[src/rtl/sysid_probe_ctrl_if.sv]
// -----------------------------------------------------------------------------
// sysid_probe_ctrl_if
// Avalon-MM read-only bus between the system-ID probe (master) and the
// system-ID peripheral (slave).
//   avm_address       : word address, 0 = ID register, 1 = timestamp register
//   avm_read          : read strobe, held with address while avm_waitrequest=1
//   avm_waitrequest   : slave stall
//   avm_readdata      : 32-bit read data
//   avm_readdatavalid : qualifies avm_readdata
// -----------------------------------------------------------------------------
interface sysid_probe_ctrl_if;
    logic        avm_address;
    logic        avm_read;
    logic        avm_waitrequest;
    logic [31:0] avm_readdata;
    logic        avm_readdatavalid;

    modport master (
        output avm_address,
        output avm_read,
        input  avm_waitrequest,
        input  avm_readdata,
        input  avm_readdatavalid
    );

    modport slave (
        input  avm_address,
        input  avm_read,
        output avm_waitrequest,
        output avm_readdata,
        output avm_readdatavalid
    );
endinterface

[src/rtl/sysid_probe_ctrl.sv]
// -----------------------------------------------------------------------------
// sysid_probe_ctrl
// Reads the system-ID word and then the timestamp word over Avalon-MM,
// captures both and flags whether the ID matches EXPECTED_ID.
//
// Parameters
//   EXPECTED_ID    : ID value the captured word is compared against
//   TIMEOUT_CYCLES : per-transaction cycle limit (1..255, 8-bit counter)
//
// Ports
//   clock       : single clock, rising edge
//   reset_n     : asynchronous active-low reset
//   start       : one-cycle request to run a probe sequence (ignored while busy)
//   avm         : Avalon-MM master side (sysid_probe_ctrl_if.master)
//   busy        : high from sequence start until done (low in IDLE only)
//   done        : one-cycle pulse at sequence end
//   id_value    : captured ID word
//   ts_value    : captured timestamp word
//   id_match    : id_value == EXPECTED_ID, held until next accepted start
//   timeout_err : sticky, a read exceeded TIMEOUT_CYCLES
//
// Build option
//   SYSID_PROBE_TIMEOUT_EN : compiles in the per-transaction timeout counter.
//   Without it timeout_err is tied low and the controller waits indefinitely.
// -----------------------------------------------------------------------------
module sysid_probe_ctrl #(
    parameter logic [31:0] EXPECTED_ID    = 32'h0000_0000,
    parameter int unsigned TIMEOUT_CYCLES = 255
) (
    input  logic               clock,
    input  logic               reset_n,
    input  logic               start,
    sysid_probe_ctrl_if.master avm,
    output logic               busy,
    output logic               done,
    output logic [31:0]        id_value,
    output logic [31:0]        ts_value,
    output logic               id_match,
    output logic               timeout_err
);

    typedef enum logic [2:0] {
        IDLE,
        RD_ID,
        WAIT_ID,
        RD_TS,
        WAIT_TS,
        DONE
    } state_t;

    state_t      r_state;
    state_t      w_next;

    logic [31:0] r_id_value;
    logic [31:0] r_ts_value;
    logic        r_id_match;

    logic        w_rd_state;
    logic        w_wait_state;
    logic        w_id_phase;
    logic        w_accept;
    logic        w_capture;
    logic        w_timeout;
    logic        w_start_acc;

    if ((TIMEOUT_CYCLES < 1) || (TIMEOUT_CYCLES > 255)) begin : g_bad_timeout
        $error("sysid_probe_ctrl: TIMEOUT_CYCLES must be in 1..255");
    end

    assign w_rd_state   = (r_state == RD_ID)   || (r_state == RD_TS);
    assign w_wait_state = (r_state == WAIT_ID) || (r_state == WAIT_TS);
    assign w_id_phase   = (r_state == RD_ID)   || (r_state == WAIT_ID);
    assign w_start_acc  = (r_state == IDLE) && start;

    // A read is accepted when the strobe is out and the slave is not stalling.
    assign w_accept  = w_rd_state && !avm.avm_waitrequest && !w_timeout;
    // Data is taken either in a WAIT state or, for a zero-latency slave, in the
    // very cycle the read is accepted; any other readdatavalid is ignored.
    assign w_capture = avm.avm_readdatavalid &&
                       (w_accept || (w_wait_state && !w_timeout));

`ifdef SYSID_PROBE_TIMEOUT_EN
    logic [7:0] r_cnt;
    logic       r_timeout_err;
    logic       w_enter_rd;

    assign w_enter_rd = ((w_next == RD_ID) || (w_next == RD_TS)) && (w_next != r_state);
    assign w_timeout  = (w_rd_state || w_wait_state) && (r_cnt == 8'(TIMEOUT_CYCLES));

    always_ff @(posedge clock or negedge reset_n) begin
        if (!reset_n) begin
            r_cnt <= '0;
        end else if (w_enter_rd) begin
            r_cnt <= '0;
        end else if (w_rd_state || w_wait_state) begin
            r_cnt <= r_cnt + 8'd1;
        end
    end

    always_ff @(posedge clock or negedge reset_n) begin
        if (!reset_n) begin
            r_timeout_err <= 1'b0;
        end else if (w_start_acc) begin
            r_timeout_err <= 1'b0;
        end else if (w_timeout) begin
            r_timeout_err <= 1'b1;
        end
    end

    assign timeout_err = r_timeout_err;
`else
    assign w_timeout   = 1'b0;
    assign timeout_err = 1'b0;
`endif

    // State register
    always_ff @(posedge clock or negedge reset_n) begin
        if (!reset_n) begin
            r_state <= IDLE;
        end else begin
            r_state <= w_next;
        end
    end

    // Next-state logic
    always_comb begin
        w_next = r_state;
        case (r_state)
            IDLE: begin
                if (start) w_next = RD_ID;
            end
            RD_ID: begin
                if (w_timeout)     w_next = DONE;
                else if (w_accept) w_next = w_capture ? RD_TS : WAIT_ID;
            end
            WAIT_ID: begin
                if (w_timeout)      w_next = DONE;
                else if (w_capture) w_next = RD_TS;
            end
            RD_TS: begin
                if (w_timeout)     w_next = DONE;
                else if (w_accept) w_next = w_capture ? DONE : WAIT_TS;
            end
            WAIT_TS: begin
                if (w_timeout)      w_next = DONE;
                else if (w_capture) w_next = DONE;
            end
            DONE:    w_next = IDLE;
            default: w_next = IDLE;
        endcase
    end

    // Output logic
    always_comb begin
        avm.avm_read    = w_rd_state && !w_timeout;
        avm.avm_address = (r_state == RD_TS) || (r_state == WAIT_TS);
        busy            = (r_state != IDLE);
        done            = (r_state == DONE);
    end

    // Captured data and match flag
    always_ff @(posedge clock or negedge reset_n) begin
        if (!reset_n) begin
            r_id_value <= '0;
            r_ts_value <= '0;
            r_id_match <= 1'b0;
        end else if (w_start_acc || w_timeout) begin
            r_id_match <= 1'b0;
        end else if (w_capture) begin
            if (w_id_phase) begin
                r_id_value <= avm.avm_readdata;
                r_id_match <= (avm.avm_readdata == EXPECTED_ID);
            end else begin
                r_ts_value <= avm.avm_readdata;
            end
        end
    end

    assign id_value = r_id_value;
    assign ts_value = r_ts_value;
    assign id_match = r_id_match;

endmodule

[src/flat_wrapper.sv]
// flat-port wrapper written by rule: the top's interface ports become plain ports
module sysid_probe_ctrl_flat 
#(
    parameter logic [31:0] EXPECTED_ID    = 32'h0000_0000,
    parameter int unsigned TIMEOUT_CYCLES = 255
)
  (clock, reset_n, start, busy, done, id_value, ts_value, id_match, timeout_err, avm_avm_address, avm_avm_read, avm_avm_waitrequest, avm_avm_readdata, avm_avm_readdatavalid);
  sysid_probe_ctrl_if avm_i ();
  input  logic clock;
  input  logic reset_n;
  input  logic start;
  output logic busy;
  output logic done;
  output logic [31:0] id_value;
  output logic [31:0] ts_value;
  output logic id_match;
  output logic timeout_err;
  output wire logic [$bits(avm_i.avm_address)-1:0] avm_avm_address;
  output wire logic [$bits(avm_i.avm_read)-1:0] avm_avm_read;
  input wire logic [$bits(avm_i.avm_waitrequest)-1:0] avm_avm_waitrequest;
  input wire logic [$bits(avm_i.avm_readdata)-1:0] avm_avm_readdata;
  input wire logic [$bits(avm_i.avm_readdatavalid)-1:0] avm_avm_readdatavalid;
  assign avm_avm_address = avm_i.avm_address;
  assign avm_avm_read = avm_i.avm_read;
  assign avm_i.avm_waitrequest = avm_avm_waitrequest;
  assign avm_i.avm_readdata = avm_avm_readdata;
  assign avm_i.avm_readdatavalid = avm_avm_readdatavalid;
  sysid_probe_ctrl #(.EXPECTED_ID(EXPECTED_ID), .TIMEOUT_CYCLES(TIMEOUT_CYCLES)) u_core (.clock(clock), .reset_n(reset_n), .start(start), .avm(avm_i), .busy(busy), .done(done), .id_value(id_value), .ts_value(ts_value), .id_match(id_match), .timeout_err(timeout_err));
endmodule
[config.mk]
export PLATFORM = sky130hd
export DESIGN_NAME = sysid_probe_ctrl_flat
export DESIGN_NICKNAME = d
export VERILOG_FILES = /design/src/rtl/sysid_probe_ctrl_if.sv /design/src/rtl/sysid_probe_ctrl.sv /design/src/flat_wrapper.sv
export SDC_FILE = /design/constraint.sdc
export NUM_CORES = 1
export LEC_CHECK = 0
export CAP_MARGIN = 15
export CORE_MARGIN = 2
export CORE_UTILIZATION = 40
export CTS_CLUSTER_DIAMETER = 30
export CTS_CLUSTER_SIZE = 30
export DETAILED_ROUTE_END_ITERATION = 6
export PLACE_DENSITY = 0.76
export SLEW_MARGIN = 25
export SYNTH_ARGS = -nofsm -noshare
export SYNTH_HDL_FRONTEND = slang
export SYNTH_SLANG_ARGS = --single-unit
[constraint.sdc]
create_clock -name clock -period 1.8 [get_ports clock]
set_input_delay 0.36 -clock clock [delete_from_list [all_inputs] [get_ports clock]]
set_output_delay 0.36 -clock clock [all_outputs]
set_load 0.05 [all_outputs]
# == Word-level counts from Yosys, hierarchy flattened ==
# Cells that the tools add are included.
# word_totals
regBits,68
latch_bits,0
ramBits,0
rom_bits,0
out_inout_bits,70
memories,0
# classes
addsub,0
mul,0
div_mod_pow,0
magnitude_cmp,0
n_eq_ne,10
shift,0
mux,11
bitwise,2
reduce_logical,18
# ops
op,count
$logic_not A32 Y1,1
$mux W3,5
$pmux W3 S5,1
$ne A2 B1 Y1 const B,4
$eq A3 B2 Y1 const B,2
$eq A3 B3 Y1 const B,2
$reduce_and A3 Y1,2
$logic_or A1 B1 Y1,5
$mux W1,5
$reduce_and A5 Y1,1
$reduce_bool A2 Y1,2
$eq A3 B1 Y1 const B,1
$logic_and A1 B1 Y1,3
$logic_not A3 Y1,1
$reduce_bool A3 Y1,1
$ne A2 B2 Y1 const B,1
$not A1 Y1,2
$reduce_and A2 Y1,1
$logic_not A1 Y1,1

# == Longest topological paths before layout ==
# logic_depth
depth_word,8
depth_mapped,6

# == Least setup slack after synthesis ==
# No wires, ideal clock.
# synth_timing
kind,reg-to-output
from,register u_core.r_state[0]
to,output port done
arrival_time_ns,1.637
required_ns,1.440
path_slack_ns,-0.197
path_stages_with_launch,3
path_buffers,0
cell_sequence,dfrtp_1 inv_1 nor3b_1
# synth_between
elab_chain_len,1
# synth_lines
element,line_no,text
from (decl),sysid_probe_ctrl.sv:51,state_t r_state;
from (signal assigned),sysid_probe_ctrl.sv:121,r_state <= w_next;
$eq A3 B3 Y1,sysid_probe_ctrl.sv:158,done = (r_state == DONE);
to (decl),flat_wrapper.sv:13,output logic done;
# No other way between the ends.

# == Final worst setup path ==
# layout_timing
from,register u_core.r_state[0]
to,register u_core.r_id_value[25] (netlist: u_core.id_value[25])
# layout_between
elab_chain_len,6
# layout_lines
element,line_no,text
$eq A3 B1 Y1 / $eq A3 B2 Y1 (equally long branches),"sysid_probe_ctrl.sv:70, sysid_probe_ctrl.sv:72",
$logic_or A1 B1 Y1,sysid_probe_ctrl.sv:70,assign w_rd_state = (r_state == RD_ID) || (r_state == RD_TS);
$logic_and A1 B1 Y1,sysid_probe_ctrl.sv:76,assign w_accept = w_rd_state && !avm.avm_waitrequest && !w_timeout;
$logic_or A1 B1 Y1,sysid_probe_ctrl.sv:80,(w_accept || (w_wait_state && !w_timeout));
$logic_and A1 B1 Y1,sysid_probe_ctrl.sv:79,assign w_capture = avm.avm_readdatavalid &&
$reduce_and A3 Y1 (no source line) (*),n/a,
to (signal assigned),sysid_probe_ctrl.sv:171,r_id_value <= avm.avm_readdata;
to (decl),sysid_probe_ctrl.sv:54,logic [31:0] r_id_value;
# Mark *: on every way between the ends. The rest lies on a longest branch, timed or not.
# A chain may end at the register's enable or synchronous reset.

==> metrics.md <==
| Metric | Value |
|---|---|
| Status | finished, violations left |
| GRT overflow | 0 |
| Synth cell types | 27 |
| DR WL/cell | 15.6 microns |
| Vias in the first global route | about 2000 |
| Worst-path clk slew | 0.07 ns |
| Critical Path Source Type | flop |
| Row count | 30 |
| Synth-to-Final Area Change | 48.6% |
| Top cells by area, synth | dfrtp_1 60%, mux2_4 15%, mux2_2 14% |
| Setup violators final | 33 |
| H-tree levels | 3 |
| Sink Count | 68 |
| Syn Nets | approximately 210 |
| Failing checks | setup timing |
| Layout cells sized above 1 | a little under three fifths |
| Seq/Total Area, Yosys | 59.6% |
| RSZ-0062 raised after global routing | yes |
| Design Area, Final | between 0.004 and 0.005 sq mm |
| Final #Nets | around 340 |
| Synthesized area | 0.00286 sq mm |
| Worst EP arrival | 2.10 ns |
| Drt total wl | 6.24 mm |
| Core ar. | roughly 0.0069 sq mm |
| Crit share post-route | 104% |
| Max FO, Critical Path | 11 |
| Die height | 88.5 microns |
| Port bufs | ~110 |
| Syn_area_per_cell | approximately 16 sq um |
| Slack of the critical path | -0.0806 ns |
| DP Area | ~0.004 sq mm |
| Dpl hpwl | ~4.4 mm |
| Vias | 1902 |
| Drt first-iter violations | 32 |
| Pre-antenna DRT Iters | 4 |
| Die Width | 88.5 microns |
| Hold slack | about 0.030 ns |
| Max Fclk | 532 MHz |
| DRC Markers | 0 |
| Die ar. | 0.00783 sq mm |
| Leading area contributor after synthesis | dfrtp_1 |
| Hold Fails Final Rpt | 0 |
| Largest net degree at the start of global routing | slightly below 70 |
| Yosys reg bits | 68 |
| Setup crit end kind | flop |
| Yosys top cell area share | about three fifths |
| Critical Path RT | 2.02 ns |
| # IOs | 107 |
| Min Tclk post-route | 1.88 ns |
| Synth warn | 0 |
| Total placed cells including tap cells | about 380 |
| Via/cell ratio | 4.74 |
| First-pass GRT wire length | 9.60 mm |
| Clk Latency, worst-skew pair | 0.33 ns |
| Final ANT Viol Nets | 0 |
| CTS tree | yes |
| Max-Cap Viols | 0 |
| Syn Inst Count | 175 |
| TritonCTS Buffers | 9 |
| Antenna cell count | 0 |
| Pins Over Slew Limit | 0 |
| CTS root buffer | clkbuf_8 |
| Hold Crit Class | input port to async pin |
| Initial antenna violation count | 0 |
| Setup TNS | -2.04 ns |
| Layout Cells excl Fill | 401 |
| GPL Wtd Cong | 0.746 |
| Clk_skew | 0.00553 ns |
| Starting Density | around two fifths |
| Clock Path Buffers | 2 |
| Crit Path Category | flop to flop |
| R2R setup slack | -0.08 ns |
| All-Layer GR Usage | between 10% and 20% |
timing repair:
item,in CTS,in global routing
endpoints found under the setup margin,2,35
endpoints found under the hold margin,0,0
pin swaps,0,3
gates cloned,0,1
hold buffers,0,0
setup buffers,1,0
resized for setup,5,4
metrics by stage:
step                utilization, %  worst slack [ns]
floorplan                        -            0.0186
global placement              57.4            -0.325
detailed placement            57.4            -0.335
CTS                           61.1           -0.0456
global route                  61.7            -0.138
finish                        61.7           -0.0806
registers in the layout, indices dropped and copies added, names as in the netlist:
name             flops
u_core.ts_value     32
u_core.id_match      1
u_core.id_value     32
u_core.r_state       3
logic make-up (layout without fill, tap and decap cells):
kind of cell	after synthesis	count (layout)	share of synthesized area, %
flops	68	68	59.6
buf+inv	11	141	4.47
mux	64	64	28.9
compound gates	8	8	1.88
simple gates	23	23	5.00
other cells	1	1	0.131
cells in the mapped netlist (all sizes together):
library cell and n:
a211o 1, a21oi 1, and3 1, buf 9, conb 1, dfrtp 68
inv 2, mux2 64, nand2 4, nand3b 1, nand4 2, nor2 2
nor3b 1, nor4 8, o211ai 1, o21ai 3, o22ai 1, o31ai 1
or2b 1, or3 1, or3b 2
layout by cell type (no fill, tap or decap):
cell type and n:
a211o_4 1, a21oi_1 1, and3_1 1, buf_12 7, buf_2 1, buf_4 77
buf_6 1, buf_8 1, bufinv_16 3, clkbuf_1 2, clkbuf_16 1, clkbuf_8 9
clkdlybuf4s50_1 35, clkinv_2 2, conb_1 1, dfrtp_1 68, inv_1 2, mux2_2 36
mux2_4 28, nand2_1 2, nand2_2 1, nand2_4 1, nand3b_1 1, nand4_1 2
nor2_1 2, nor3b_2 1, nor4_1 8, o211ai_1 1, o21ai_0 2, o21ai_2 1
o22ai_1 1, o31ai_1 1, or2b_2 1, or3_4 1, or3b_4 2
per-layer routing:
metal / part of all wire (%) / up-vias / wire length (microns) / global-route usage [%]
li1: - / 874 / - / -
met1: 43 / 939 / 2700 / 21.4
met2: 46 / 79 / 2890 / 24.3
met3: 8.9 / 10 / 556 / 5.88
met4: 1.5 / 0 / 93 / 6.61
met5: 0 / - / 0 / 0
critical path: stages, from the launching register on:
cell	delay, ns
dfrtp_1	0.41
buf_6	0.13
or3b_4	0.38
a211o_4	0.38
clkbuf_16	0.19
mux2_4	0.29
path summary, 6_finish.rpt:
check,to,start,depth (start not counted)
max in group asynchronous,u_core.id_value[9],reset_n,2
setup / recovery,u_core.id_value[25],u_core.r_state[0],5
hold reg to reg,u_core.ts_value[30],u_core.ts_value[30],1
min in group clock,u_core.ts_value[30],u_core.ts_value[30],1
setup reg to reg,u_core.id_value[25],u_core.r_state[0],5
hold / removal,u_core.ts_value[19],reset_n,2
cell type report:
| class | instances | area (sq um) |
|---|---|---|
| multi-input combinational | 96 | 1060 |
| clock buffer | 11 | 131 |
| clock inverter | 5 | 100 |
| timing repair buffer | 123 | 1120 |
| inverter | 2 | 7.51 |
| sequential | 68 | 1700 |
| tap | 96 | 120 |
| fill | 540 | 2630 |
Power is left out: the tool's default activity adds up to more than one toggle a clock period on the data nets, which glitch-free logic cannot reach.
